[src/rtl/proc_frame_ctrl.sv]
// proc_frame_ctrl: frame sequencer gating pixel input beats, counting outputs and applying config at frame boundaries
module proc_frame_ctrl #(
  parameter int FRAME_PIXELS    = 4096,
  parameter int CONV_PRIME      = 2051,
  parameter int PROC_RST_CYCLES = 2,
  parameter int DRAIN_TIMEOUT   = 256,
  parameter int CNT_W           = 16
) (
  input  logic             clk,
  input  logic             rst,
  input  logic             start,
  input  logic             abort,
  input  logic             cfg_wr,
  input  logic [1:0]       cfg_mode,
  input  logic [71:0]      cfg_kernel,
  input  logic             src_valid,
  output logic             src_rd,
  input  logic             proc_ready,
  output logic             proc_valid_in,
  input  logic             proc_valid_out,
  input  logic             sink_ready,
  output logic             proc_rstn,
  output logic [1:0]       proc_mode,
  output logic [71:0]      proc_kernel,
  output logic             busy,
  output logic             frame_done,
  output logic             error,
  output logic [15:0]      frame_cnt,
  output logic [CNT_W-1:0] in_cnt,
  output logic [CNT_W-1:0] out_cnt
);
  typedef enum logic [2:0] {IDLE, RST_PROC, STREAM, DRAIN, DONE, FLUSH} state_t;
  localparam int RW = $clog2(PROC_RST_CYCLES + 1);
  localparam int SW = $clog2(DRAIN_TIMEOUT + 1);
  localparam logic [CNT_W-1:0] FULL_E = CNT_W'(FRAME_PIXELS);
  localparam logic [CNT_W-1:0] CONV_E = CNT_W'(FRAME_PIXELS > CONV_PRIME ? FRAME_PIXELS - CONV_PRIME : 0);
  state_t state, state_nx;
  logic [RW-1:0] rst_cnt;
  logic [SW-1:0] sil_cnt, sil_nx;
  logic [1:0] sh_mode;
  logic [71:0] sh_kernel;
  logic [CNT_W-1:0] exp_out;
  logic beat, go, rst_done, in_last, timeout, abort_ok;
  assign busy = state != IDLE;
  assign frame_done = state == DONE;
  // datapath handshakes and next-state selection; abort overrides any same-cycle completion
  always_comb begin
    exp_out = proc_mode == 2'b10 ? CONV_E : FULL_E;
    beat = proc_valid_out && sink_ready && (state == STREAM || state == DRAIN);
    proc_valid_in = state == STREAM && src_valid && in_cnt < FULL_E;
    src_rd = proc_valid_in && proc_ready;
    go = state == IDLE && start;
    rst_done = rst_cnt == RW'(PROC_RST_CYCLES - 1);
    in_last = src_rd && in_cnt == FULL_E - 1'b1;
    sil_nx = beat ? '0 : sil_cnt + 1'b1;
    timeout = sil_nx == SW'(DRAIN_TIMEOUT);
    abort_ok = abort && (state == RST_PROC || state == STREAM || state == DRAIN);
    state_nx = state;
    unique case (state)
      IDLE:     state_nx = start ? RST_PROC : IDLE;
      RST_PROC: state_nx = rst_done ? STREAM : RST_PROC;
      STREAM:   state_nx = in_last ? DRAIN : STREAM;
      DRAIN:    state_nx = out_cnt == exp_out ? DONE : timeout ? IDLE : DRAIN;
      DONE:     state_nx = IDLE;
      FLUSH:    state_nx = rst_done ? IDLE : FLUSH;
      default:  state_nx = IDLE;
    endcase
    state_nx = abort_ok ? FLUSH : state_nx;
  end
  // state, processor reset, config shadow/active copies and frame counters
  always_ff @(posedge clk) begin
    if (rst) begin
      state       <= IDLE;
      proc_rstn   <= 1'b1;
      rst_cnt     <= '0;
      sil_cnt     <= '0;
      sh_mode     <= '0;
      sh_kernel   <= '0;
      proc_mode   <= '0;
      proc_kernel <= '0;
      error       <= 1'b0;
      frame_cnt   <= '0;
      in_cnt      <= '0;
      out_cnt     <= '0;
    end else begin
      state     <= state_nx;
      proc_rstn <= !(state_nx == RST_PROC || state_nx == FLUSH);
      rst_cnt   <= (state_nx == state && (state == RST_PROC || state == FLUSH)) ? rst_cnt + 1'b1 : '0;
      sil_cnt   <= state == DRAIN ? sil_nx : '0;
      if (cfg_wr) begin
        sh_mode   <= cfg_mode;
        sh_kernel <= cfg_kernel;
      end
      if (go) begin
        proc_mode   <= cfg_wr ? cfg_mode : sh_mode;
        proc_kernel <= cfg_wr ? cfg_kernel : sh_kernel;
        in_cnt      <= '0;
        out_cnt     <= '0;
        error       <= 1'b0;
      end else begin
        if (src_rd) in_cnt <= in_cnt + 1'b1;
        if (beat && out_cnt != exp_out) out_cnt <= out_cnt + 1'b1;
        if ((beat && out_cnt == exp_out) || (state == DRAIN && state_nx == IDLE)) error <= 1'b1;
      end
      if (state == DONE) frame_cnt <= frame_cnt + 1'b1;
    end
  end
endmodule

[config.mk]
export PLATFORM = sky130hd
export DESIGN_NAME = proc_frame_ctrl
export DESIGN_NICKNAME = d
export VERILOG_FILES = /design/src/rtl/proc_frame_ctrl.sv
export SDC_FILE = /design/constraint.sdc
export NUM_CORES = 1
export LEC_CHECK = 0
export BUFFER_PORTS_ARGS = -buffer_cell sky130_fd_sc_hd__buf_2
export CORE_MARGIN = 5
export CORE_UTILIZATION = 30
export DETAILED_ROUTE_END_ITERATION = 12
export PLACE_DENSITY_LB_ADDON = 0.25
export SLEW_MARGIN = 10
export SYNTH_ARGS = -nofsm -noshare
export SYNTH_HDL_FRONTEND = slang
export SYNTH_SLANG_ARGS = --single-unit
export TNS_END_PERCENT = 10
[constraint.sdc]
create_clock -name clk -period 1.9 [get_ports clk]
set_clock_uncertainty 0.2 [all_clocks]
set_input_delay 0.19 -clock clk [delete_from_list [all_inputs] [get_ports clk]]
set_output_delay 0.19 -clock clk [all_outputs]
set_load 0.005 [all_outputs]
# Word-level counts from Yosys, hierarchy flattened
# Cells that the tools add are included.
# word_totals
word_cells,71
out_inout_bits,128
latch_bits,0
inputBits,83
romBits,0
register_bits,212
mem_count,0
ramBits,0
# op_classes
n_eq_ne,14
n_reduce_logical,25
order_cmp,1
addsub,5
n_shift,0
mul,0
div_mod_pow,0
mux,12
bitwise_logic,2
# op_table
operator,n
2-to-1 mux 72 bit,1
"adder 16 x 1 -> 16 bit, second input constant",3
"equality test 16 x 12 -> 1 bit, second input constant",1
equality test 16 x 13 -> 1 bit,1
"< comparator 16 x 13 -> 1 bit, second input constant",1
inequality test 16 x 13 -> 1 bit,1
case mux 3 bit (5 select lines),1
2-to-1 mux 13 bit,1
logical AND 1 bit,12
"adder 9 x 1 -> 9 bit, second input constant",1
"equality test 3 bit, second input constant",3
"equality test 9 bit, second input constant",1
2-to-1 mux 3 bit,3
2-to-1 mux 9 bit,1
"equality test 3 x 1 -> 1 bit, second input constant",2
"equality test 3 x 2 -> 1 bit, second input constant",2
zero test 3 bit,2
logical OR 1 bit,6
2-to-1 mux 2 bit,3
OR reduction 2 bit,3
equality test 3 bit,1
nonzero test 3 bit,1
"adder 2 x 1 -> 2 bit, second input constant",1
"equality test 2 x 1 -> 1 bit, second input constant",1
4 further kinds,6

# Depth between registers and ports, before layout
# logic_depth
word_depth,13
depth_mapped,8
ltp_nobuf,8

# Worst setup path before layout
# Ideal clock, no wire load.
# synth_path
kind,reg2reg
start,register out_cnt[8]
end,register out_cnt[14]
period_less_slack_ns,2.068
setup_ns,0.128
path_buffers,1
arrival_time_ns,1.740
required_ns,1.572
slack_ns,-0.168
path_stages_with_launch,8
path_cell_list,dfxtp_1 and3_4 or3b_1 a221oi_2 buf_4 nor4_1 xnor2_1 nor2_1
# synth_via
elab_chain_cells,2
word_cells_on_any_way,3
classes_between,add/sub (1); eq/ne (1); reduce/logical (1)
# synth_rtl
element,line,source
start: declaration,30,output logic [CNT_W-1:0] out_cnt
start signal: assignment,102,if (beat && out_cnt != exp_out) out_cnt <= out_cnt + 1'b1;
branches (longest 2 deep; another with adder 16 x 1 -> 16 bit),-,
# Several ways; the timed one is not identified.
# A chain may end at the register's enable or synchronous reset.

# Worst setup path after layout
# layout_path
start,register out_cnt[8]
end,register error
# layout_via
elab_chain_cells,7
word_cells_on_any_way,8
classes_between,eq/ne (1); mux (3); reduce/logical (4)
# layout_rtl
element,line,source
equality test 16 x 13 -> 1 bit *,"63, 103",
2-to-1 mux 3 bit,63,DRAIN: state_nx = out_cnt == exp_out ? DONE : timeout ? IDLE : DRAIN;
case mux 3 bit (5 select lines),59,unique case (state)
2-to-1 mux 3 bit,68,state_nx = abort_ok ? FLUSH : state_nx;
zero test 3 bit,103,if ((beat && out_cnt == exp_out) || (state == DRAIN && state_nx == IDLE)) error <= 1'b1;
logical AND 1 bit,103,
logical OR 1 bit *,103,
end signal: assignment,81,error <= 1'b0;
end signal: assignment,99,error <= 1'b0;
end signal: assignment,103,
end: declaration,27,"output logic error,"
# Every way passes the cells marked *; elsewhere a longest branch is shown, timed or not.

==> reports/metrics.cfg <==
[run_status]
status=complete, but fails checks
violations=setup timing

[placement]
place_area_um2=9670
dp_hpwl_um=14500
gp_congestion=0.763
post-place-ws_ns=-0.180
io_buffers=210
dp_cells=1306

[worst_setup_path]
worst_r2r_path_depth=7
cp_max_fo=7
required_ns=2.10
r2r_start=out_cnt[8]
rrSetupSlack_ns=-0.17
worstSetupPathType=reg -> reg
critPathLaunchType=register
reg2reg_to=error
arrival_ns=2.27
setup.worst_path.end_class=register

[hold_path]
hp-class=in -> reg
hold_path_depth=5
whs_endpoint=state[0]
hp-start=start

[synthesis]
ys.flop_type=dfxtp_1
synth_cell_type_count=52
synth_top_area_share_pct=54.9
synth-edff-count=0
synth-seq-area-share_pct=54.9
synth_largest_area_cell=dfxtp_1
avgSynthCellArea_um2=10.5
ys_top_cells_by_area=dfxtp_1, mux2i_1, o22a_1
ys_async_sr_fraction_pct=0
synth-warning-count=0
syn-cell-area_um2=7720
synthCells=736
ys_seq_elements=212
synth_fp_nets=824

[die]
die_area_um2=29100
core.rowCount=58
die_x_um=170
die_y_um=170
core_um2=25300
start_util_pct=30.6
ios=211

[grt]
antenna_found_initial=1
use_met1_pct=17.2
grt_util_met2_pct=25.2
grt_pass1_vias=6883
grt_max_degree=44
grt_pass1_wl_um=34700
met3_usage_pct=4.02
grt.busiest_layer=met2
grt_usage_pct=14.4
overflow=0

[sta]
rsz0062_at_grt=true
tightestPinTransition_ns=0.483
relSlewSlack_pct=67.8
whs_ns=0.0452
post-route-period-util_pct=109
layout_min_cycle_time_ns=2.07
final-setup-viol-count=17
setup-tns-final_ns=-1.75
clock.fmax_mhz=484
slew_viol_final=0
worst_slack_ns=-0.166
finalHoldViolations=0

[finish]
final_area_um2=11600
syn2layout_area_growth_pct=49.8
fill_cells=2438
drive_gt1_share_pct=32.4
fin_cells=1452
fin_util_pct=45.8
nets=1193

[route]
final_antenna_net_count=0
wl_per_cell_um=14.7
routed_wl_um=21400
drc_errors=0
drt-vias-per-instance=4.58
via_count=6647
drtPass1Iterations=5
drt_iter0_drc=211

[clock_network]
clkTransAtPathRegs_ns=0.06
cts_root_buf=clkbuf_16
cts_buffer_depth=3
cts-htree-levels=1
cts_sinks=212
insertion_delay_ns=0.51
numCtsBuffers=24
cts_tree=built

[power]
power.leakage_nw=5.56
power_mw=11.0
ir_worst_vdd_mv=0.756
powerDensity_nw_per_um2=951

[job]
drv_cap=0

==> logic make-up after synthesis <==
family	share of synthesized area (%)
AND/OR/NAND/NOR	15.4
flip-flops	54.9
AO/OA/AOI/OAI	10.7
multiplexers	9.99
buffers and inverters	2.75
XOR/XNOR	5.33
adder cells (fa/ha/maj)	0.810
==> timing repair <==
item | CTS | global route
setup buffers | 7 | 3
setup endpoints to repair | 93 | 85
endpoints found under the hold margin | 160 | 0
gates resized for setup | 13 | 14
pin swaps | 11 | 11
hold buffers | 93 | 0
==> cells in the mapped netlist, drive strengths merged (2+ instances only) <==
cell    number
ha           5
dfxtp      212
and2         4
nand2b       4
nor2       136
nor4         8
mux2i       76
xnor2       24
nand3       12
a221oi       2
nor3b        5
xor2        23
o22a        74
nand2       23
nor3         8
or3          5
a21oi        6
a21o         2
and4         4
and4b        2
clkbuf      23
nand4       12
buf         22
inv          5
o22ai        2
or3b         2
nand4b       2
o21ai        5
and3        14
==> state kept, by name, indices dropped and copies added, names as in the netlist, 2 cells and up <==
signal and cells:
proc_kernel 72, sh_kernel 72, frame_cnt 16, in_cnt 16
out_cnt 16, sil_cnt 9, state 3, proc_mode 2
rst_cnt 2, sh_mode 2
==> cell type report <==
class	count	area, µm²	area share [%]
inverter	5	18.8	0.162
sequential	212	4260	36.8
antenna	1	2.50	0.0216
tap	330	413	3.57
clock buffer	39	727	6.28
timing repair buffer	388	2740	23.7
multi-input combinational	474	3360	29.0
clock inverter	3	53.8	0.465
==> worst max-delay path, stage by stage (launching register included) <==
cell	delay [ns]
dfxtp_4	0.34
and3_4	0.18
or3b_4	0.39
a221oi_4	0.31
buf_6	0.17
nor3b_2	0.06
nor3b_1	0.14
o21a_1	0.16
==> how the worst max path moves through the flow <==
stage,cells past startpoint,end,slack (ns),startpoint
after floorplan,7,out_cnt[10],-0.12,out_cnt[8]
after global placement,7,state[1],-0.14,out_cnt[8]
after detailed placement,7,proc_rstn,-0.18,out_cnt[8]
after CTS,7,error,-0.13,out_cnt[8]
after global routing,8,out_cnt[14],-0.25,out_cnt[8]
final,7,error,-0.17,out_cnt[8]
==> routing by layer <==
| layer | routed length [µm] | share of wire (%) |
|---|---|---|
| met1 | 9070 | 42 |
| met2 | 10200 | 48 |
| met5 | 0 | 0 |
| met4 | 537 | 2.5 |
| met3 | 1520 | 7.1 |
==> power breakdown <==
| part | total (mW) | leakage [nW] | switching, mW | internal (mW) |
|---|---|---|---|---|
| registers | 4.98 | 1.75 | 0.164 | 4.81 |
| clock network | 4.51 | 0.377 | 1.77 | 2.74 |
| logic | 1.53 | 3.44 | 0.689 | 0.837 |
==> cell usage in the layout, fill, tap and decap left out, drive strengths merged, types with 6 or more instances in the layout <==
cell         count
nor4             8
nand3           12
nor3             8
xnor2           24
nand2           23
mux2i           76
o22a            74
and3            14
a21oi            6
xor2            23
dlygate4sd3     93
dfxtp          212
clkbuf          39
buf            295
nand4           12
nor2           136
Note: power is estimated with default switching activity, not from simulation.
